==> src/rtl/digit_scan_driver.sv <==
// Four-digit seven-segment scan driver: cycles the digit index, decodes BCD onto the
// shared active-low segment bus, inserts blanking guards and flags each completed frame.
//
// state | meaning
// IDLE  | scan stopped, all outputs at reset values
// SHOW  | current digit lit for CLK_DIV cycles
// GUARD | all segments and enables off for GUARD_CYCLES cycles, sel already on next digit
module digit_scan_driver #(
    parameter int CLK_DIV      = 50000,
    parameter int GUARD_CYCLES = 4,
    parameter int LZ_BLANK     = 1
) (
    input  logic       clk,
    input  logic       rst_n,
    input  logic       en,
    input  logic [3:0] digit0,
    input  logic [3:0] digit1,
    input  logic [3:0] digit2,
    input  logic [3:0] digit3,
    input  logic [3:0] dp_in,
    output logic [0:1] sel,
    output logic [3:0] dig_en_n,
    output logic [6:0] seg_n,
    output logic       dp_n,
    output logic       frame_done
);

    localparam int DIV_W   = (CLK_DIV > 2) ? $clog2(CLK_DIV) : 1;
    localparam int GUARD_W = (GUARD_CYCLES > 2) ? $clog2(GUARD_CYCLES) : 1;
    localparam logic [DIV_W-1:0]   DIV_LAST   = DIV_W'(CLK_DIV - 1);
    localparam logic [GUARD_W-1:0] GUARD_LAST = GUARD_W'((GUARD_CYCLES > 0) ? GUARD_CYCLES - 1 : 0);
    localparam bit LZ_ON = (LZ_BLANK != 0);

    typedef enum logic [1:0] {IDLE, SHOW, GUARD} state_t;

    state_t              state;
    logic [1:0]          index;
    logic [DIV_W-1:0]    div_cnt;
    logic [GUARD_W-1:0]  guard_cnt;

    logic [3:0] cur_bcd;
    logic       cur_dp;
    logic       suppress;
    logic [6:0] seg_dec;
    logic [3:0] lit_en_n;

    always_comb begin
        cur_bcd  = digit0;
        cur_dp   = dp_in[index];
        suppress = 1'b0;
        case (index)
            2'd0: cur_bcd = digit0;
            2'd1: begin
                cur_bcd  = digit1;
                suppress = LZ_ON && (digit3 == 4'd0) && (digit2 == 4'd0) && (digit1 == 4'd0);
            end
            2'd2: begin
                cur_bcd  = digit2;
                suppress = LZ_ON && (digit3 == 4'd0) && (digit2 == 4'd0);
            end
            default: begin
                cur_bcd  = digit3;
                suppress = LZ_ON && (digit3 == 4'd0);
            end
        endcase
        lit_en_n = ~(4'b0001 << index);
    end

    // Non-BCD codes blank the segments but keep the digit enable asserted.
    always_comb begin
        case (cur_bcd)
            4'd0:    seg_dec = 7'b1000000;
            4'd1:    seg_dec = 7'b1111001;
            4'd2:    seg_dec = 7'b0100100;
            4'd3:    seg_dec = 7'b0110000;
            4'd4:    seg_dec = 7'b0011001;
            4'd5:    seg_dec = 7'b0010010;
            4'd6:    seg_dec = 7'b0000010;
            4'd7:    seg_dec = 7'b1111000;
            4'd8:    seg_dec = 7'b0000000;
            4'd9:    seg_dec = 7'b0010000;
            default: seg_dec = 7'h7F;
        endcase
    end

    always_ff @(posedge clk or negedge rst_n) begin
        if (!rst_n) begin
            state      <= IDLE;
            index      <= 2'd0;
            div_cnt    <= '0;
            guard_cnt  <= '0;
            sel        <= 2'b00;
            dig_en_n   <= 4'b1111;
            seg_n      <= 7'h7F;
            dp_n       <= 1'b1;
            frame_done <= 1'b0;
        end else if (!en) begin
            state      <= IDLE;
            index      <= 2'd0;
            div_cnt    <= '0;
            guard_cnt  <= '0;
            sel        <= 2'b00;
            dig_en_n   <= 4'b1111;
            seg_n      <= 7'h7F;
            dp_n       <= 1'b1;
            frame_done <= 1'b0;
        end else begin
            // sel follows the index one edge later, so a 3->0 step of sel marks the frame end.
            frame_done <= (state != IDLE) && (sel == 2'b11) && (index == 2'd0);
            case (state)
                IDLE: begin
                    state     <= SHOW;
                    index     <= 2'd0;
                    div_cnt   <= '0;
                    guard_cnt <= '0;
                    sel       <= 2'b00;
                    dig_en_n  <= 4'b1111;
                    seg_n     <= 7'h7F;
                    dp_n      <= 1'b1;
                end
                SHOW: begin
                    sel <= index;
                    if (suppress) begin
                        dig_en_n <= 4'b1111;
                        seg_n    <= 7'h7F;
                        dp_n     <= 1'b1;
                    end else begin
                        dig_en_n <= lit_en_n;
                        seg_n    <= seg_dec;
                        dp_n     <= ~cur_dp;
                    end
                    if (div_cnt == DIV_LAST) begin
                        div_cnt <= '0;
                        index   <= index + 2'd1;
                        if (GUARD_CYCLES > 0) begin
                            state     <= GUARD;
                            guard_cnt <= '0;
                        end
                    end else begin
                        div_cnt <= div_cnt + 1'b1;
                    end
                end
                GUARD: begin
                    sel      <= index;
                    dig_en_n <= 4'b1111;
                    seg_n    <= 7'h7F;
                    dp_n     <= 1'b1;
                    if (guard_cnt == GUARD_LAST) begin
                        guard_cnt <= '0;
                        state     <= SHOW;
                    end else begin
                        guard_cnt <= guard_cnt + 1'b1;
                    end
                end
                default: state <= IDLE;
            endcase
        end
    end

endmodule

==> config.mk <==
export PLATFORM = sky130hd
export DESIGN_NAME = digit_scan_driver
export DESIGN_NICKNAME = d
export VERILOG_FILES = /design/src/rtl/digit_scan_driver.sv
export SDC_FILE = /design/constraint.sdc
export NUM_CORES = 1
export LEC_CHECK = 0
export CELL_PAD_IN_SITES_DETAIL_PLACEMENT = 1
export CELL_PAD_IN_SITES_GLOBAL_PLACEMENT = 2
export CORE_UTILIZATION = 29
export CTS_CLUSTER_SIZE = 14
export DETAILED_ROUTE_END_ITERATION = 10
export HOLD_SLACK_MARGIN = 0.05
export PLACE_DENSITY = 0.72
export RECOVER_POWER = 50
export SYNTH_ARGS = -nofsm -noshare
export SYNTH_HDL_FRONTEND = slang
export SYNTH_SLANG_ARGS = --single-unit
==> constraint.sdc <==
create_clock -name clk -period 1.8 [get_ports clk]
set_input_delay 0.36 -clock clk [delete_from_list [all_inputs] [get_ports clk]]
set_output_delay 0.36 -clock clk [all_outputs]
set_load 0.05 [all_outputs]
## Yosys cells after proc, flatten, opt, wreduce, memory -nomap -nowiden

Memory sizes are Yosys's and may differ from the RTL's.
Index checks and enable logic that the tools add are counted.

- Register bits after elaboration: 37
- Input bits: 23
- Memories kept: 1
- Output and inout port bits: 15
- Memory bits (read-only): 112

- Add/subtract/negate cells: 3
- Shifts and indexed selects: 1
- Equal/unequal tests: 13
- $lt $le $gt $ge: 1
- Bitwise gates (word level): 2
- Reduce and logical (&&, ||, !) cells: 15
- Mux-type cells: 30

Memories:

| name | depth | bits a word | rd ports | clocked after Yosys merged registers in | write ports | RTL line | source |
|---|---|---|---|---|---|---|---|
| (name not given) | 16 | 7 | 1 | 0 | 0 | 71 | `case (cur_bcd)` |

Operators with widths:

| operator | number |
|---|---|
| $mux W16 | 2 |
| $pmux W16 S2 | 1 |
| $mux W2 | 9 |
| $add A16 B1 Y16 const B | 1 |
| $eq A16 B16 Y1 const B | 1 |
| $mux W7 | 2 |
| $pmux W7 S2 | 1 |
| $logic_not A4 Y1 | 3 |
| $pmux W2 S3 | 2 |
| $pmux W4 S3 | 1 |
| $eq A2 B2 Y1 const B | 4 |
| $mux W4 | 2 |
| $pmux W2 S2 | 2 |
| $pmux W4 S2 | 1 |
| $ne A3 B2 Y1 const B | 2 |
| $ne A3 B3 Y1 const B | 2 |
| $reduce_and A2 Y1 | 3 |
| $add A2 B1 Y2 const B | 2 |
| $eq A2 B1 Y1 const B | 2 |
| $logic_and A1 B1 Y1 | 4 |
| $logic_not A2 Y1 | 2 |
| $mux W1 | 4 |
| $ne A4 B1 Y1 const B | 1 |
| $not A4 Y4 | 1 |
| other kinds (9) | 10 |

## Depth between registers and ports, before layout

Gate-level depths: netlist (run 1).

- Depth in word-level cells: 7
- Depth in mapped cells: 9

## Least setup slack after synthesis (run 1)

OpenSTA, ideal clock, no wires.

- Path kind: reg2reg
- From: register index[0]
- To: register seg_n[5]
- Path slack: -0.133 ns
- Stages on the path, launching flop included: 10
- Data required time: 1.720 ns
- Arrival: 1.853 ns
- Library setup time: 0.080 ns
- Path buffers: 1
- Cell sequence: dfrtp_1 -> ha_1 -> clkbuf_1 -> nor2b_1 -> a21o_1 -> inv_1 -> ha_1 -> nor3_1 -> a21oi_1 -> o22a_1

- Longest elaborated chain between the ends: 6
- Elaborated cells between the ends (all ways): 9

RTL lines:

| element | RTL line | source |
|---|---|---|
| from (decl) | 37 | `logic [1:0] index;` |
| from (signal assigned) | 134 | `index <= index + 2'd1;` |
| $eq A2 B2 Y1 (tied with other cells) | 51 | `case (index)` |
| $pmux W4 S3 | 51 |  |
| $mem_v2 Z16 W7 | n/a |  |
| $mux W7 * | 123 | `if (suppress) begin` |
| $pmux W7 S2 * | 110 | `case (state)` |
| $mux W7 * | 97 | `end else if (!en) begin` |
| to (signal assigned) | 129 | `seg_n <= seg_dec;` |
| to (decl) | 23 | `output logic [6:0] seg_n,` |

Every way passes the cells marked *; elsewhere a longest branch is shown, timed or not.
A chain may end at the register's enable or synchronous reset.

## Final worst setup path (run 1)

- From: register div_cnt[13]
- To: register div_cnt[6]

- Longest elaborated chain between the ends: 4

RTL lines:

| element | RTL line | source |
|---|---|---|
| from (decl) | 38 | `logic [DIV_W-1:0] div_cnt;` |
| from (signal assigned) | 140 | `div_cnt <= div_cnt + 1'b1;` |
| $eq A16 B16 Y1 | 132 | `if (div_cnt == DIV_LAST) begin` |
| $mux W16 | 132 |  |
| $pmux W16 S2 | 110 |  |
| $mux W16 | 97 |  |

No other way between the ends.

==> flow_summary.json, run 1 <==
{
  "outcome": "complete, but fails checks",
  "violations": "setup timing",
  "grt.busiest_layer": "met2",
  "met2_usage_pct": 37.4,
  "whs_ns": 0.505,
  "crit_fanout": 4,
  "syn_to_final_growth_pct": 71.9,
  "synth.avg_cell_area_sq_um": 9.27,
  "switchingPower_mw": 0.642,
  "clock_latency_ns": 0.29,
  "gp_congestion": 0.765,
  "min_period_ns": 2.03,
  "cts.path.max_buffers": 2,
  "worstHoldEndpoint": "dig_en_n[3]",
  "grt_pass1_vias": 2427,
  "cp_num_buf_inv": 2,
  "yosysSeqAreaShare_pct": 42.8,
  "internal_power_mw": 1.51,
  "fill_cells": 836,
  "fin_ws_ns": -0.226,
  "async_flop_share_pct": 100,
  "fin_area_sq_um": 3780,
  "worst_pin_slew_ns": 1.00,
  "drc": 0,
  "r2r-end": "div_cnt[6]",
  "dieWidth_um": 89.0,
  "fin_crit_sh_pct": 113,
  "grt_use_total_pct": 20.1,
  "wl_um": 7500,
  "setup_violations": 25,
  "vias_per_cell": 4.97,
  "synth_cells": 237,
  "die_area_sq_um": 7930,
  "leakage_nw": 1.57,
  "drv_slew": 0,
  "utilization_pct": 51.8,
  "io_buffers": 37,
  "worstPathCellList": "or4bb_1, nor4_4, buf_6, buf_12, or2_4, o21ai_1, a22o_1",
  "tns_ns": -3.09,
  "rsz0062_at_grt": "true",
  "synth_area_leaders": "dfrtp_1, dfstp_2, ha_1",
  "drv_cap": 0,
  "slew-limit-headroom_pct": 33.3,
  "drt-initial-drc-count": 26,
  "min_path_cells": 2,
  "power_frac_comb_pct": 28.5,
  "fp-row-count": 31,
  "worstPathArrival_ns": 2.22,
  "timing.reg2reg.setup_slack_ns": -0.23,
  "cts_root_buf": "clkbuf_8",
  "placed_cell_area_sq_um": 3120,
  "seqPwrFrac_pct": 41.0,
  "clk_pin_slew_ns": 0.08,
  "routedWlPerCell_um": 16.4,
  "synth_nets": 273,
  "ioPinCount": 38,
  "hpwlAfterDp_um": 5080,
  "die_y_um": 89.0,
  "ir_worst_vdd_mv": 0.292,
  "core_area_sq_um": 7290,
  "startpoint_type": "flop",
  "rr_worst_depth": 7,
  "detail-route-antenna-nets": 0,
  "tritoncts": "yes",
  "instances_no_fill": 456,
  "hold_path.class": "flop to flop",
  "slowest_stage": "or4bb_1",
  "max_stage_delay_ns": 0.54,
  "r2r_start": "div_cnt[13]",
  "drive_gt1_share_pct": 48.7,
  "finalHoldViolations": 0,
  "p_clk_share_pct": 30.6,
  "yosys.cell_count.top_type": "dfrtp_1",
  "yosysTopAreaCell": "dfrtp_1",
  "num_vias": 2268,
  "place_inst": 429,
  "crit_path_end_kind": "flop",
  "synth_area_sq_um": 2200,
  "grt-ovfl-total": 0,
  "fmax_mhz": 494,
  "nets": 392,
  "grtUsageMet1_pct": 23.3,
  "synth-seq-cells": 37,
  "worstHoldStart": "dig_en_n[3]",
  "ys_top_cells_by_count": "dfrtp_1, nand2_1, a21oi_1",
  "skew_ns": 0.00735,
  "ys.flop_type": "dfrtp_1",
  "swShare_pct": 29.8,
  "p_per_area_nw_per_um2": 570,
  "first_pass_iters": 4,
  "yosys_warnings": 0,
  "grt_max_degree": 21,
  "cts_made_buffers": 5,
  "crit_type": "flop to flop",
  "grt.met3_usage_pct": 3.14,
  "synth_enable_flop_cells": 0,
  "antenna_found_initial": 0,
  "crit_required_ns": 1.99,
  "diodes": 0,
  "synth_cell_type_count": 43,
  "start_util_pct": 30.1,
  "cts-htree-levels": 2,
  "cpLargestDelayFamily": "simple AND/OR/NAND/NOR gates",
  "cts.sinks": 37,
  "synth.top_cell.area_share_pct": 28.5,
  "grt_pass1_wl_um": 12000
}
==> worst reg2reg max path, stage by stage (launching register included) <==
cell,delay (ns)
dfrtp_1,0.38
or4bb_1,0.54
nor4_4,0.31
buf_6,0.18
buf_12,0.10
or2_4,0.12
o21ai_1,0.08
a22o_1,0.21
==> repair_timing <==
item | in CTS | in global routing
pin swaps | 25 | 35
hold endpoints to repair | 10 | 0
hold buffers | 1 | 0
setup endpoints to repair | 33 | 34
gates cloned | 1 | 0
resized for setup | 54 | 39
buffers inserted | 10 | 13
==> flip-flops by register name (all words and copies together), names as in the netlist <==
| signal | flops |
|---|---|
| div_cnt | 16 |
| seg_n | 7 |
| guard_cnt | 2 |
| state | 2 |
| frame_done | 1 |
| index | 2 |
| dp_n | 1 |
| dig_en_n | 4 |
| sel | 2 |
==> placed cells by master (no fill, tap or decap), types with 9 or more instances in the layout <==
master,instances
inv_1,9
buf_6,15
dfrtp_1,24
a21oi_2,9
nor2_1,12
nand2_1,23
clkdlybuf4s50_1,21
buf_4,74
dfstp_2,12
o21ai_1,13
nand3_1,10
==> how the worst max path moves through the flow <==
stage | cells past startpoint | start | endpoint | slack [ns]
5_1_grt | 7 | div_cnt[13] | div_cnt[6] | -0.29
3_5_place_dp | 6 | div_cnt[12] | guard_cnt[0] | -0.29
3_3_place_gp | 6 | div_cnt[12] | guard_cnt[0] | -0.22
6_report | 7 | div_cnt[13] | div_cnt[6] | -0.23
2_1_floorplan | 5 | div_cnt[12] | div_cnt[3] | -0.04
4_1_cts | 6 | div_cnt[7] | guard_cnt[0] | -0.26
==> routing by layer <==
metal | part of all wire (%) | up-vias
li1 | - | 1112
met1 | 44 | 1108
met2 | 51 | 41
met3 | 3.5 | 7
met4 | 1.4 | 0
met5 | 0 | -
==> stage by stage <==
step                      power, mW  worst slack, ns
after floorplan                1.13          -0.0413
after global placement         1.37           -0.225
after detailed placement       1.37           -0.287
after CTS                      2.11           -0.258
after global routing           2.26           -0.292
final                          2.15           -0.226
==> area by class of cell <==
class	instances	area [sq um]	share of cell area [%]
Clock buffer	7	96.3	2.55
Clock inverter	1	5.00	0.133
Inverter	13	51.3	1.36
Multi-Input combinational cell	182	1520	40.3
Sequential cell	37	942	25.0
Tap cell	99	124	3.28
Timing Repair Buffer	117	1040	27.4
==> power groups by stage <==
stage,clock (mW),combinational [mW],sequential (mW)
finish,0.659,0.613,0.882
global route,0.714,0.660,0.884
detailed placement,0,0.477,0.897
global placement,0,0.471,0.895
floorplan,0,0.179,0.951
CTS,0.688,0.546,0.881
==> logic make-up (layout without fill, tap and decap cells) <==
family,count (synthesis),after routing,share of synthesized area [%]
buffers and inverters,19,138,3.47
adders and majority gates,13,13,7.40
DFF,37,37,42.8
AOI/OAI and AO/OA,77,77,22.4
xor gates and xnor gates,1,1,0.399
and+or+nand+nor,84,85,20.2
muxes,6,6,3.30
No activity file was read; power rests on OpenSTA's default activity.
==> inputs of run 2 (changes only) <==
Settings changed: MAX_ROUTING_LAYER set to met4.
==> run 2 against run 1 <==
- the flow still finishes with violations (setup timing)
- cell count did not move
- power grew 0.11%
- register-to-register slack about the same
- highest routed layer unchanged
- combinational power about the same
- maximum frequency down 0.60%
- critical path type unchanged
- sequential share of layout area is the same
- design area did not move
- global-route usage grew 0.64 points
- via count grew 0.18%
==> flow_summary.json, run 2 (same netlist as run 1, synthesis figures left out) <==
{
  "fill_cells": 836,
  "cts.path.max_buffers": 2,
  "grt-ovfl-total": 0,
  "die_y_um": 89.0,
  "worstPathArrival_ns": 2.23,
  "antenna_found_initial": 0,
  "cts_root_buf": "clkbuf_8",
  "cpLargestDelayFamily": "simple AND/OR/NAND/NOR gates",
  "rsz0062_at_grt": "true",
  "min_path_cells": 2,
  "diodes": 0,
  "hold_path.class": "flop to flop",
  "r2r_start": "div_cnt[13]",
  "startpoint_type": "flop",
  "cts.sinks": 37,
  "leakage_nw": 1.57,
  "violations": "setup timing",
  "largest_reg_flops": 16,
  "core_area_sq_um": 7290,
  "grt_pass1_wl_um": 12000,
  "fin_area_sq_um": 3780,
  "outcome": "complete, but fails checks",
  "skew_ns": 0.00655,
  "dieWidth_um": 89.0,
  "worst_pin_slew_ns": 1.00,
  "drive_gt1_share_pct": 48.7,
  "drc": 0,
  "start_util_pct": 30.1,
  "slew-limit-headroom_pct": 33.3,
  "first_pass_iters": 4,
  "min_period_ns": 2.04,
  "rr_worst_depth": 7,
  "fin_crit_sh_pct": 113,
  "crit_type": "flop to flop",
  "fin_ws_ns": -0.238,
  "tns_ns": -3.35,
  "swShare_pct": 29.9,
  "drv_cap": 0,
  "r2r-end": "div_cnt[6]",
  "dp_slack_ns": -0.287,
  "setup_violations": 25,
  "vias_per_cell": 4.98,
  "gp_congestion": 0.775,
  "drv_slew": 0,
  "mostFrequentLayoutCells": "buf_4, dfrtp_1, nand2_1",
  "switchingPower_mw": 0.645,
  "seqPwrFrac_pct": 40.9,
  "detail-route-antenna-nets": 0,
  "power_frac_comb_pct": 28.4,
  "crit_path_end_kind": "flop",
  "tritoncts": "yes",
  "clock_latency_ns": 0.30,
  "finalHoldViolations": 0,
  "routedWlPerCell_um": 16.5,
  "worstPathCellList": "or4bb_1, nor4_4, buf_6, buf_12, or2_4, o21ai_1, a22o_1",
  "layout_commonest_cell": "buf_4",
  "grt_pass1_vias": 2426,
  "cts-htree-levels": 2,
  "p_per_area_nw_per_um2": 571,
  "syn_to_final_growth_pct": 71.9,
  "io_buffers": 37,
  "worstHoldEndpoint": "dig_en_n[3]",
  "ioPinCount": 38,
  "instances_no_fill": 456,
  "place_inst": 429,
  "p_clk_share_pct": 30.7,
  "slowest_stage": "or4bb_1",
  "top_register": "div_cnt",
  "placed_cell_area_sq_um": 3120,
  "ir_worst_vdd_mv": 0.292,
  "worstHoldStart": "dig_en_n[3]",
  "num_vias": 2272,
  "max_stage_delay_ns": 0.54,
  "grt_use_total_pct": 20.7,
  "internal_power_mw": 1.51,
  "grt_max_degree": 21,
  "cp_num_buf_inv": 2,
  "drt-initial-drc-count": 30,
  "timing.reg2reg.setup_slack_ns": -0.24,
  "crit_fanout": 4,
  "fmax_mhz": 491,
  "die_area_sq_um": 7930,
  "crit_required_ns": 1.99,
  "wl_um": 7510,
  "clk_pin_slew_ns": 0.08,
  "fp-row-count": 31,
  "hpwlAfterDp_um": 5080,
  "cts_made_buffers": 5,
  "nets": 392,
  "reg_top3": "div_cnt x16, seg_n x7, dig_en_n x4"
}
==> run 2: final cells by class <==
class,instances,area [sq um],share of cell area [%]
sequential,37,942,25.0
tap,99,124,3.28
inverter,13,51.3,1.36
timing repair buffer,117,1040,27.4
multi-input combinational,182,1520,40.3
clock buffer,7,96.3,2.55
clock inverter,1,5.00,0.133
==> run 2: worst min-delay path, cell delays in order, from the launching register on <==
cell	delay, ns
dfstp_2	0.37
nor2_1	0.09
a21oi_1	0.05
==> run 2: stage by stage <==
| step | hold slack (ns) | power [mW] | utilization, % |
|---|---|---|---|
| after global placement | 0.329 | 1.37 | 42.8 |
| after floorplan | 0.0644 | 1.13 | - |
| after detailed placement | 0.331 | 1.37 | 42.8 |
| final | 0.505 | 2.16 | 51.8 |
| after global routing | 0.538 | 2.26 | 51.8 |
| after CTS | 0.509 | 2.11 | 48.5 |
==> run 2: worst max path at each step <==
stage                      from            to  slack (ns)  cells past startpoint
floorplan           div_cnt[12]    div_cnt[3]       -0.04                      5
global placement    div_cnt[12]  guard_cnt[0]       -0.22                      6
detailed placement  div_cnt[12]  guard_cnt[0]       -0.29                      6
global route        div_cnt[13]    div_cnt[6]       -0.29                      7
CTS                  div_cnt[7]  guard_cnt[0]       -0.26                      6
finish              div_cnt[13]    div_cnt[6]       -0.24                      7
==> run 2: power by group through the flow <==
stage          clock (mW)  combinational (mW)  sequential, mW
4_1_cts             0.688               0.546           0.881
2_1_floorplan           0               0.179           0.951
5_1_grt             0.714               0.660           0.884
6_report            0.661               0.613           0.882
3_3_place_gp            0               0.471           0.895
3_5_place_dp            0               0.477           0.897
==> run 2: routing by layer <==
layer | part of all wire, % | global-route usage (%) | wire [um]
met1 | 44 | 23.5 | 3290
met2 | 51 | 37.3 | 3850
met3 | 3.4 | 2.95 | 252
met4 | 1.6 | 7.22 | 118
met5 | 0 | - | 0
==> run 2: timing repair <==
action,4_1_cts,5_1_grt
setup endpoints to repair,33,34
resized for setup,54,39
gates cloned,1,0
hold endpoints to repair,10,0
hold buffers,1,0
setup buffers,10,13
pin swaps,25,35
==> inputs of run 3 (changes only) <==
Settings changed: CORE_MARGIN set to 3, GPL_ROUTABILITY_DRIVEN set to 0.
Clock period 1.8 ns to 1.75 ns, I/O delays scaled along.
==> run 3 against run 2 <==
- largest cell class unchanged
- die area up 9.2%
- largest power group unchanged
- clock skew about the same
- clock power fell by 3.3%
- the run still ends with setup timing left
- cell count increased by 1.1%
- register-to-register slack barely moved
==> flow_summary.json, run 3 (same netlist as run 1, synthesis figures left out) <==
{
  "crit_required_ns": 1.96,
  "top_register": "div_cnt",
  "drv_cap": 0,
  "cts.sinks": 37,
  "multi_input_area_sq_um": 1530,
  "slowest_stage": "or4b_4",
  "detail-route-antenna-nets": 0,
  "slew-limit-headroom_pct": 46.8,
  "syn_to_final_growth_pct": 79.7,
  "p_per_area_nw_per_um2": 564,
  "utilization_pct": 54.1,
  "violations": "setup timing",
  "instances_no_fill": 461,
  "ioPinCount": 38,
  "fp-row-count": 31,
  "core_area_sq_um": 7290,
  "cp_num_buf_inv": 1,
  "outcome": "complete, but fails checks",
  "leakage_nw": 1.65,
  "worstPathCellList": "or4b_4, nor4_4, buf_6, o22ai_4, or3_1, a21boi_1",
  "max_stage_delay_ns": 0.54,
  "grt_pass1_wl_um": 12900,
  "startpoint_type": "flop",
  "die_y_um": 93.0,
  "drv_slew": 0,
  "ir_worst_vdd_mv": 0.323,
  "grt-ovfl-total": 0,
  "whs_ns": 0.223,
  "drc": 0,
  "clk_pin_slew_ns": 0.08,
  "worst_pin_slew_ns": 0.799,
  "worstSetupPathDepth": 6,
  "cts-htree-levels": 2,
  "routedWlPerCell_um": 17.1,
  "grt_pass1_vias": 2565,
  "die_area_sq_um": 8660,
  "hpwlAfterDp_um": 5580,
  "cts.path.max_buffers": 2,
  "nets": 397,
  "cts_root_buf": "clkbuf_8",
  "drt-initial-drc-count": 55,
  "first_pass_iters": 4,
  "antenna_found_initial": 0,
  "fmax_mhz": 504,
  "swShare_pct": 30.0,
  "internal_power_mw": 1.56,
  "start_util_pct": 30.1,
  "drive_gt1_share_pct": 52.5,
  "min_period_ns": 1.98,
  "rsz0062_at_grt": "true",
  "fin_crit_sh_pct": 113,
  "fin_ws_ns": -0.233,
  "mostFrequentLayoutCells": "buf_4, dfrtp_1, clkdlybuf4s50_1",
  "dieWidth_um": 93.0,
  "p_clk_share_pct": 28.7,
  "cpLargestDelayFamily": "simple AND/OR/NAND/NOR gates",
  "vias_per_cell": 5.04,
  "diodes": 0,
  "cts_made_buffers": 5,
  "seqPwrFrac_pct": 41.1,
  "total_power_mw": 2.23,
  "layout_commonest_cell": "buf_4",
  "regArea_sq_um": 943,
  "tns_ns": -3.45,
  "num_vias": 2324,
  "worstPathArrival_ns": 2.20,
  "clock_latency_ns": 0.29,
  "hold_path.class": "input port to async pin",
  "crit_fanout": 5,
  "place_inst": 438,
  "grt_max_degree": 29,
  "wl_um": 7870,
  "grt_use_total_pct": 19.4,
  "finalHoldViolations": 0,
  "rr_worst_depth": 6,
  "reg_top3": "div_cnt x16, seg_n x7, dig_en_n x4",
  "tritoncts": "yes",
  "fill_cells": 831,
  "power_frac_comb_pct": 30.2,
  "setup_violations": 29,
  "io_buffers": 37,
  "largest_reg_flops": 16,
  "crit_type": "flop to flop",
  "switchingPower_mw": 0.668,
  "skew_ns": 0.00685,
  "crit_path_end_kind": "flop"
}
-- run 3: cell type report --
cell class / count / share of cell area (%)
Clock buffer: 8 / 2.28
Sequential cell: 37 / 23.9
Multi-Input combinational cell: 181 / 38.8
Tap cell: 99 / 3.14
Timing Repair Buffer: 123 / 30.6
Inverter: 13 / 1.36
-- run 3: per-stage QoR --
stage / cell area, sq um / worst slack (ns)
6_report: 3950 / -0.233
5_1_grt: 3950 / -0.313
4_1_cts: 3830 / -0.222
3_5_place_dp: 3370 / -0.272
3_3_place_gp: 3370 / -0.223
2_1_floorplan: 2250 / -0.0913
-- run 3: power by group through the flow --
| stage | clock network [mW] | registers (mW) | logic (mW) |
|---|---|---|---|
| floorplan | 0 | 0.978 | 0.187 |
| global placement | 0 | 0.929 | 0.558 |
| detailed placement | 0 | 0.931 | 0.568 |
| CTS | 0.671 | 0.915 | 0.639 |
| global route | 0.699 | 0.919 | 0.723 |
| finish | 0.639 | 0.915 | 0.673 |
-- run 3: worst paths after layout --
kind                                  start            to  slack, ns
worst max register to register  div_cnt[11]  guard_cnt[0]      -0.23
worst min-delay path                  rst_n    div_cnt[0]       0.22
min in group clk                dig_en_n[3]   dig_en_n[3]       0.53
worst min register to register  dig_en_n[3]   dig_en_n[3]       0.53
worst max-delay path            div_cnt[11]  guard_cnt[0]      -0.23
max in group asynchronous             rst_n    div_cnt[3]       0.56
-- run 3: timing repair --
| item | 4_1_cts | 5_1_grt |
|---|---|---|
| hold buffers | 0 | 0 |
| gates cloned | 1 | 0 |
| buffers inserted | 11 | 5 |
| endpoints found under the setup margin | 34 | 34 |
| resized for setup | 63 | 25 |
| pin swaps | 28 | 20 |
-- run 3: layer usage --
layer	vias to the layer above	GRT usage, %	part of all wire [%]
li1	1120	-	-
met1	1155	22.2	42
met2	43	36.1	54
met3	6	2.74	3.2
met4	0	4.40	1.1
met5	-	-	0
==> RTL edit 1 (config.mk and constraints of run 1) <==
Put one more register stage on the output `dig_en_n`, with the module's reset. The value now appears one clock later. The other outputs are not delayed to match.
--- a/src/rtl/digit_scan_driver.sv
+++ b/src/rtl/digit_scan_driver.sv
@@ -33,4 +33,6 @@
 
     typedef enum logic [1:0] {IDLE, SHOW, GUARD} state_t;
+
+    logic [3:0] dig_en_n_s0;
 
     state_t              state;
@@ -91,5 +93,5 @@
             guard_cnt  <= '0;
             sel        <= 2'b00;
-            dig_en_n   <= 4'b1111;
+            dig_en_n_s0 <= 4'b1111;
             seg_n      <= 7'h7F;
             dp_n       <= 1'b1;
@@ -101,5 +103,5 @@
             guard_cnt  <= '0;
             sel        <= 2'b00;
-            dig_en_n   <= 4'b1111;
+            dig_en_n_s0 <= 4'b1111;
             seg_n      <= 7'h7F;
             dp_n       <= 1'b1;
@@ -115,5 +117,5 @@
                     guard_cnt <= '0;
                     sel       <= 2'b00;
-                    dig_en_n  <= 4'b1111;
+                    dig_en_n_s0 <= 4'b1111;
                     seg_n     <= 7'h7F;
                     dp_n      <= 1'b1;
@@ -122,9 +124,9 @@
                     sel <= index;
                     if (suppress) begin
-                        dig_en_n <= 4'b1111;
+                        dig_en_n_s0 <= 4'b1111;
                         seg_n    <= 7'h7F;
                         dp_n     <= 1'b1;
                     end else begin
-                        dig_en_n <= lit_en_n;
+                        dig_en_n_s0 <= lit_en_n;
                         seg_n    <= seg_dec;
                         dp_n     <= ~cur_dp;
@@ -143,5 +145,5 @@
                 GUARD: begin
                     sel      <= index;
-                    dig_en_n <= 4'b1111;
+                    dig_en_n_s0 <= 4'b1111;
                     seg_n    <= 7'h7F;
                     dp_n     <= 1'b1;
@@ -158,4 +160,12 @@
     end
 
+    always_ff @(posedge clk or negedge rst_n) begin
+        if (!rst_n) begin
+            dig_en_n <= '0;
+        end else begin
+            dig_en_n <= dig_en_n_s0;
+        end
+    end
+
 endmodule
 
Behaviour: not the same (Yosys sat finds a counterexample within 4 cycles, from zero or initial values and one cycle with rst_n low).
==> RTL edit 1 against run 1 <==
  * The flow still finishes with violations (setup timing)
  * Highest routed layer unchanged
  * Fmax fell by 3.2%
  * Sequential cell count rose by 4
  * Combinational power fell by 9.3%
  * Synthesized area rose by 6.4%
  * Setup slack got worse by 67 ps
  * Largest power group unchanged
  * Core utilization fell by 4.0 points
  * Routed wire length fell by 3.6%
  * Largest cell class unchanged
  * Total power fell by 2.0%
  * Final area fell by 1.7%
  * Critical path depth rose by 1
  * Sequential power rose by 10%
==> RTL edit 1: results (changes against run 1) <==
INFO  metric layout_net_count = 384 (-2.0%)
INFO  metric grt_first_pass_wirelength = 11,900 µm (-0.97%)
INFO  metric timing.critical_path.fanout_max = 6 (+2)
INFO  metric viasPerCell = 4.95 (-0.41%)
INFO  metric max_slew_margin = 35.1% (+1.8 points)
INFO  metric largestRegisters = div_cnt: 16 flops, seg_n: 7 flops
INFO  metric postPlaceCellArea = 3240 µm² (+3.6%)
INFO  metric worst_vdd_drop = 245 µV (-16%)
INFO  metric outcome = finished with violations
INFO  metric via_count_of_the_first_global_routing_pass = 2,395 (-1.3%)
INFO  metric synthTopCellsByArea = sky130_fd_sc_hd__dfrtp_1, sky130_fd_sc_hd__dfstp_2, sky130_fd_sc_hd__ha_1, sky130_fd_sc_hd__a21oi_1, sky130_fd_sc_hd__o21ai_0
INFO  metric netSwitchingFraction = 29.7% (-0.095 points)
INFO  metric multiInputGateArea = 1470 µm² (-3.1%)
INFO  metric synth-compound-area-share = 20.6% (-1.8 points)
INFO  metric pin_count_of_the_biggest_net_entering_global_routing = 19 (-9.5%)
INFO  metric postRouteWirelength = 7230 µm (-3.6%)
INFO  metric yosys.area_share.adder = 6.96% (-0.45 points)
INFO  metric finalWeightedCongestion = 0.800 (+4.6%)
INFO  metric ys_seq_area_share = 44.5% (+1.7 points)
INFO  metric synthesis.nets = 277 (+1.5%)
INFO  metric global_route.usage.total = 18.1% (-2.0 points)
INFO  metric p_leak = 1.53 nW (-2.1%)
INFO  metric setup_viol_count_final = 14 (-44%)
INFO  metric share_of_synthesized_area_spent_on_multiplexers = 4.12% (+0.82 points)
INFO  metric dr.first_iter.drc_count = 45 (+73%)
INFO  metric crit_arrival = 2320 ps (+100 ps)
INFO  metric skew = 2.65 ps (-4.70 ps)
INFO  metric synthDistinctLibCells = 50 (+16%)
INFO  metric failed_checks = setup timing
INFO  metric synth_xor_area_share = 0.749% (+0.35 points)
INFO  metric synth_common_cells = sky130_fd_sc_hd__dfrtp_1, sky130_fd_sc_hd__nor2_1, sky130_fd_sc_hd__a21oi_1
INFO  metric dp.final_hpwl = 5340 µm (+5.2%)
INFO  metric diodes = 0 (unchanged)
INFO  metric final.setup.worst_slack = -294 ps (-67.4 ps)
INFO  metric nFillCells = 905 (+8.3%)
INFO  metric post_route_cells_drive_above_1_share = 44.7% (-4.0 points)
RTL edit 1: layer usage:
metal	part of all wire [%]	track usage [%]	vias to the layer above
li1	-	-	1089
met1	47	23.9	1109
met2	49	30.0	29
met3	2.4	3.57	7
met4	1.2	5.21	0
met5	0	0	-
RTL edit 1: through the flow:
step | setup slack [ps] | cells | setup TNS, ps
after floorplan | -152 | 241 | -276
after global placement | -399 | 428 | -5330
after detailed placement | -435 | 428 | -5850
after CTS | -295 | 444 | -1570
after global routing | -389 | 451 | -3230
final | -294 | 451 | -1620
RTL edit 1: cell families (layout without fill, tap and decap cells):
logic type / after synthesis / count (layout)
compound gates: 71 / 71
xor+xnor: 2 / 2
fa+ha+maj: 13 / 13
buf+inv: 25 / 132
flops: 41 / 41
mux: 8 / 8
simple gates: 81 / 82
RTL edit 1: critical path, stage by stage, from the launching register on:
cell and delay [ps]:
sky130_fd_sc_hd__dfrtp_2 430, sky130_fd_sc_hd__inv_4 70, sky130_fd_sc_hd__ha_4 180, sky130_fd_sc_hd__a222oi_1 380, sky130_fd_sc_hd__mux2i_1 180, sky130_fd_sc_hd__inv_1 160, sky130_fd_sc_hd__ha_4 220, sky130_fd_sc_hd__and2_4 130
sky130_fd_sc_hd__o32a_1 280
RTL edit 1: worst paths after layout:
| check | cells after the start | slack [ps] | end | startpoint |
|---|---|---|---|---|
| worst max-delay path | 8 | -290 | seg_n[3] | index[0] |
| worst min-delay path | 0 | 400 | dig_en_n[1] | dig_en_n_s0[1] |
| worst max register to register | 8 | -290 | seg_n[3] | index[0] |
| worst min register to register | 0 | 400 | dig_en_n[1] | dig_en_n_s0[1] |
| max in group asynchronous | 3 | 180 | dig_en_n_s0[3] | rst_n |
| min in group asynchronous | 2 | 740 | state[1] | rst_n |
RTL edit 1: final cells by class:
type	instances	area share, %
clock buffer	6	1.96
clock inverter	2	0.270
inverter	19	2.12
multi-input combinational	176	39.7
sequential	41	28.1
tap	102	3.44
timing repair buffer	105	24.4
RTL edit 1: timing repair:
item | in CTS | in global routing
resized for setup | 20 | 54
hold endpoints to repair | 5 | 0
setup endpoints to repair | 24 | 32
hold buffers | 1 | 0
gates cloned | 0 | 1
buffers inserted | 7 | 8
pin swaps | 11 | 19
RTL edit 1: power by group through the flow:
| stage | registers (mW) | clock network [mW] | logic, mW |
|---|---|---|---|
| 2_1_floorplan | 1.04 | 0 | 0.184 |
| 3_3_place_gp | 0.991 | 0 | 0.452 |
| 3_5_place_dp | 0.992 | 0 | 0.460 |
| 4_1_cts | 0.975 | 0.615 | 0.496 |
| 5_1_grt | 0.978 | 0.646 | 0.597 |
| 6_report | 0.974 | 0.580 | 0.556 |
==> RTL edit 2 (flow settings as in run 1) <==
Made on the original files. Set the parameter `CLK_DIV` to 25000 (it was 50000).
--- a/src/rtl/digit_scan_driver.sv
+++ b/src/rtl/digit_scan_driver.sv
@@ -7,5 +7,5 @@
 // GUARD | all segments and enables off for GUARD_CYCLES cycles, sel already on next digit
 module digit_scan_driver #(
-    parameter int CLK_DIV      = 50000,
+    parameter int CLK_DIV      = 25000,
     parameter int GUARD_CYCLES = 4,
     parameter int LZ_BLANK     = 1
Check against the original RTL: no difference found for any inputs over 10 cycles, from zero or initial values and one cycle with rst_n low; that may be too few to reach the edited logic, so the function may still have changed.
==> RTL edit 2 against run 1 <==
  * Global-route usage decreased by 1.3 points
  * Sequential power decreased by 2.4%
  * Total power decreased by 10%
  * Setup slack got worse by 100 ps
  * Synthesized area decreased by 1.3%
  * Combinational power decreased by 15%
  * Sequential share of layout area increased by 1.9 points
  * Cell count decreased by 7.7%
  * Critical endpoint is now seg_n[3]
  * Largest power group unchanged
  * Sequential cell count decreased by 1
  * Clock power decreased by 18%
  * Routed wire length decreased by 7.8%
  * The flow still finishes with violations (setup timing)
  * Final area decreased by 9.4%
==> RTL edit 2: results (changes against run 1) <==
INFO  metric setup_viol_count_final = 11 (-56%)
INFO  metric drt_first_pass_iters = 4 (unchanged)
INFO  metric worstSkewPairLatency = 290 ps (about the same)
INFO  metric synthDistinctLibCells = 44 (+2.3%)
INFO  metric worst_vdd_drop = 229 µV (-22%)
INFO  metric finalWeightedCongestion = 0.800 (+4.5%)
INFO  metric pin_count_of_the_biggest_net_entering_global_routing = 37 (+76%)
INFO  metric final_antenna_net_count = 0 (unchanged)
INFO  metric skew = 5.43 ps (-1.92 ps)
INFO  metric viasPerCell = 5.04 (+1.3%)
INFO  metric clk_path_buf_depth = 2 (unchanged)
INFO  metric worst_hold_path_type = flop to flop
INFO  metric post_route_cells_drive_above_1_share = 44.4% (-4.3 points)
INFO  metric synth_common_cells = sky130_fd_sc_hd__dfrtp_1, sky130_fd_sc_hd__o21ai_1, sky130_fd_sc_hd__nor2_1
INFO  metric dp_slack = -508 ps (-221 ps)
INFO  metric nFillCells = 837 (+0.12%)
INFO  metric p_leak = 1.40 nW (-11%)
INFO  metric largestRegisters = div_cnt: 15 flops, seg_n: 7 flops, dig_en_n: 4 flops
INFO  metric failed_checks = setup timing
INFO  metric ys_async_sr_fraction = 100% (unchanged)
INFO  metric final.setup.worst_slack = -328 ps (-102 ps)
INFO  metric timing_hold_violations_final = 0 (unchanged)
INFO  metric via_count_of_the_first_global_routing_pass = 2,274 (-6.3%)
INFO  metric worst_slew_pin_slew = 952 ps (-48.3 ps)
INFO  metric syn-instance-count = 225 (-5.1%)
INFO  metric crit_arrival = 2340 ps (+120 ps)
INFO  metric drc_errors = 0 (unchanged)
INFO  metric dr.first_iter.drc_count = 87 (+230%)
INFO  metric vias_after_detailed_routing = 2,122 (-6.4%)
INFO  metric numCtsBuffers = 5 (unchanged)
INFO  metric grt_first_pass_wirelength = 11,200 µm (-7.0%)
INFO  metric clk_pin_slew_worst_paths = roughly 70 ps
INFO  metric timing.critical_path.fanout_max = 6 (+2)
INFO  metric outcome = finished with violations
INFO  metric postRouteWirelength = 6910 µm (-7.8%)
INFO  metric global_route.usage.total = 18.8% (-1.3 points)
INFO  metric place_inst = 398 (-7.2%)
INFO  metric postPlaceCellArea = 3000 µm² (-3.9%)
INFO  metric layout_net_count = 358 (-8.7%)
INFO  metric ys_seq_area_share = 42.2% (-0.59 points)
INFO  metric synthTopCellsByArea = sky130_fd_sc_hd__dfrtp_1, sky130_fd_sc_hd__dfstp_2, sky130_fd_sc_hd__ha_1, sky130_fd_sc_hd__o21ai_1, sky130_fd_sc_hd__mux2i_1
INFO  metric dp.final_hpwl = 4860 µm (-4.3%)
INFO  metric synthesis.nets = 261 (-4.4%)
INFO  metric numPortBuffers = 37 (unchanged)
RTL edit 2: worst max-delay path, cell delays in order (launching register included):
cell and delay, ps:
sky130_fd_sc_hd__dfrtp_2 470, sky130_fd_sc_hd__ha_4 200, sky130_fd_sc_hd__a222oi_1 400, sky130_fd_sc_hd__mux2i_2 230, sky130_fd_sc_hd__ha_1 330, sky130_fd_sc_hd__and3_1 150, sky130_fd_sc_hd__o32a_1 280
RTL edit 2: repair_timing:
action | CTS | global route
setup buffers | 8 | 9
endpoints found under the setup margin | 23 | 26
resized for setup | 23 | 31
pin swaps | 8 | 15
hold endpoints to repair | 0 | 0
RTL edit 2: kinds of logic (layout without fill, tap and decap cells):
family                     after synthesis  after routing  share of synthesized area, %
and+or+nand+nor                         71             71                          17.5
adders and majority gates               13             13                          7.50
buffers and inverters                   20            117                          3.87
DFF                                     36             36                          42.2
AOI/OAI and AO/OA                       73             73                          22.7
xor gates and xnor gates                 1              1                         0.404
muxes                                   11             11                          5.77
RTL edit 2: final cells by class:
| cell class | count | area share, % |
|---|---|---|
| Timing Repair Buffer | 96 | 24.1 |
| Clock buffer | 6 | 2.12 |
| Clock inverter | 1 | 0.146 |
| Multi-Input combinational cell | 169 | 41.4 |
| Tap cell | 99 | 3.62 |
| Inverter | 14 | 1.68 |
| Sequential cell | 36 | 26.9 |
RTL edit 2: power by group:
group / total, mW / internal (mW) / switching [mW]
registers: 0.861 / 0.844 / 0.0166
clock network: 0.543 / 0.263 / 0.280
logic: 0.524 / 0.242 / 0.282
RTL edit 2: stage by stage:
stage               util, %  setup TNS (ps)
global route           47.1           -3970
finish                 47.1           -1780
floorplan                 -            -776
global placement       41.4           -4570
detailed placement     41.4           -5560
CTS                    44.9           -1390
RTL edit 2: path summary, 6_finish.rpt:
path / slack (ps) / endpoint / startpoint / cells after the start
max: -330 / seg_n[3] / index[1] / 6
min: 510 / div_cnt[11] / div_cnt[11] / 1
max reg2reg: -330 / seg_n[3] / index[1] / 6
min reg2reg: 510 / div_cnt[11] / div_cnt[11] / 1
max in group asynchronous: 370 / index[1] / rst_n / 2
min in group asynchronous: 770 / frame_done / rst_n / 2
RTL edit 2: metal layers:
metal  vias to the layer above  GRT usage [%]  part of all wire (%)
met5                         -              0                     0
met4                         0           4.55                  0.85
met3                         5           2.99                   3.6
met2                        38           35.4                    52
met1                      1047           22.1                    44
li1                       1032              -                     -
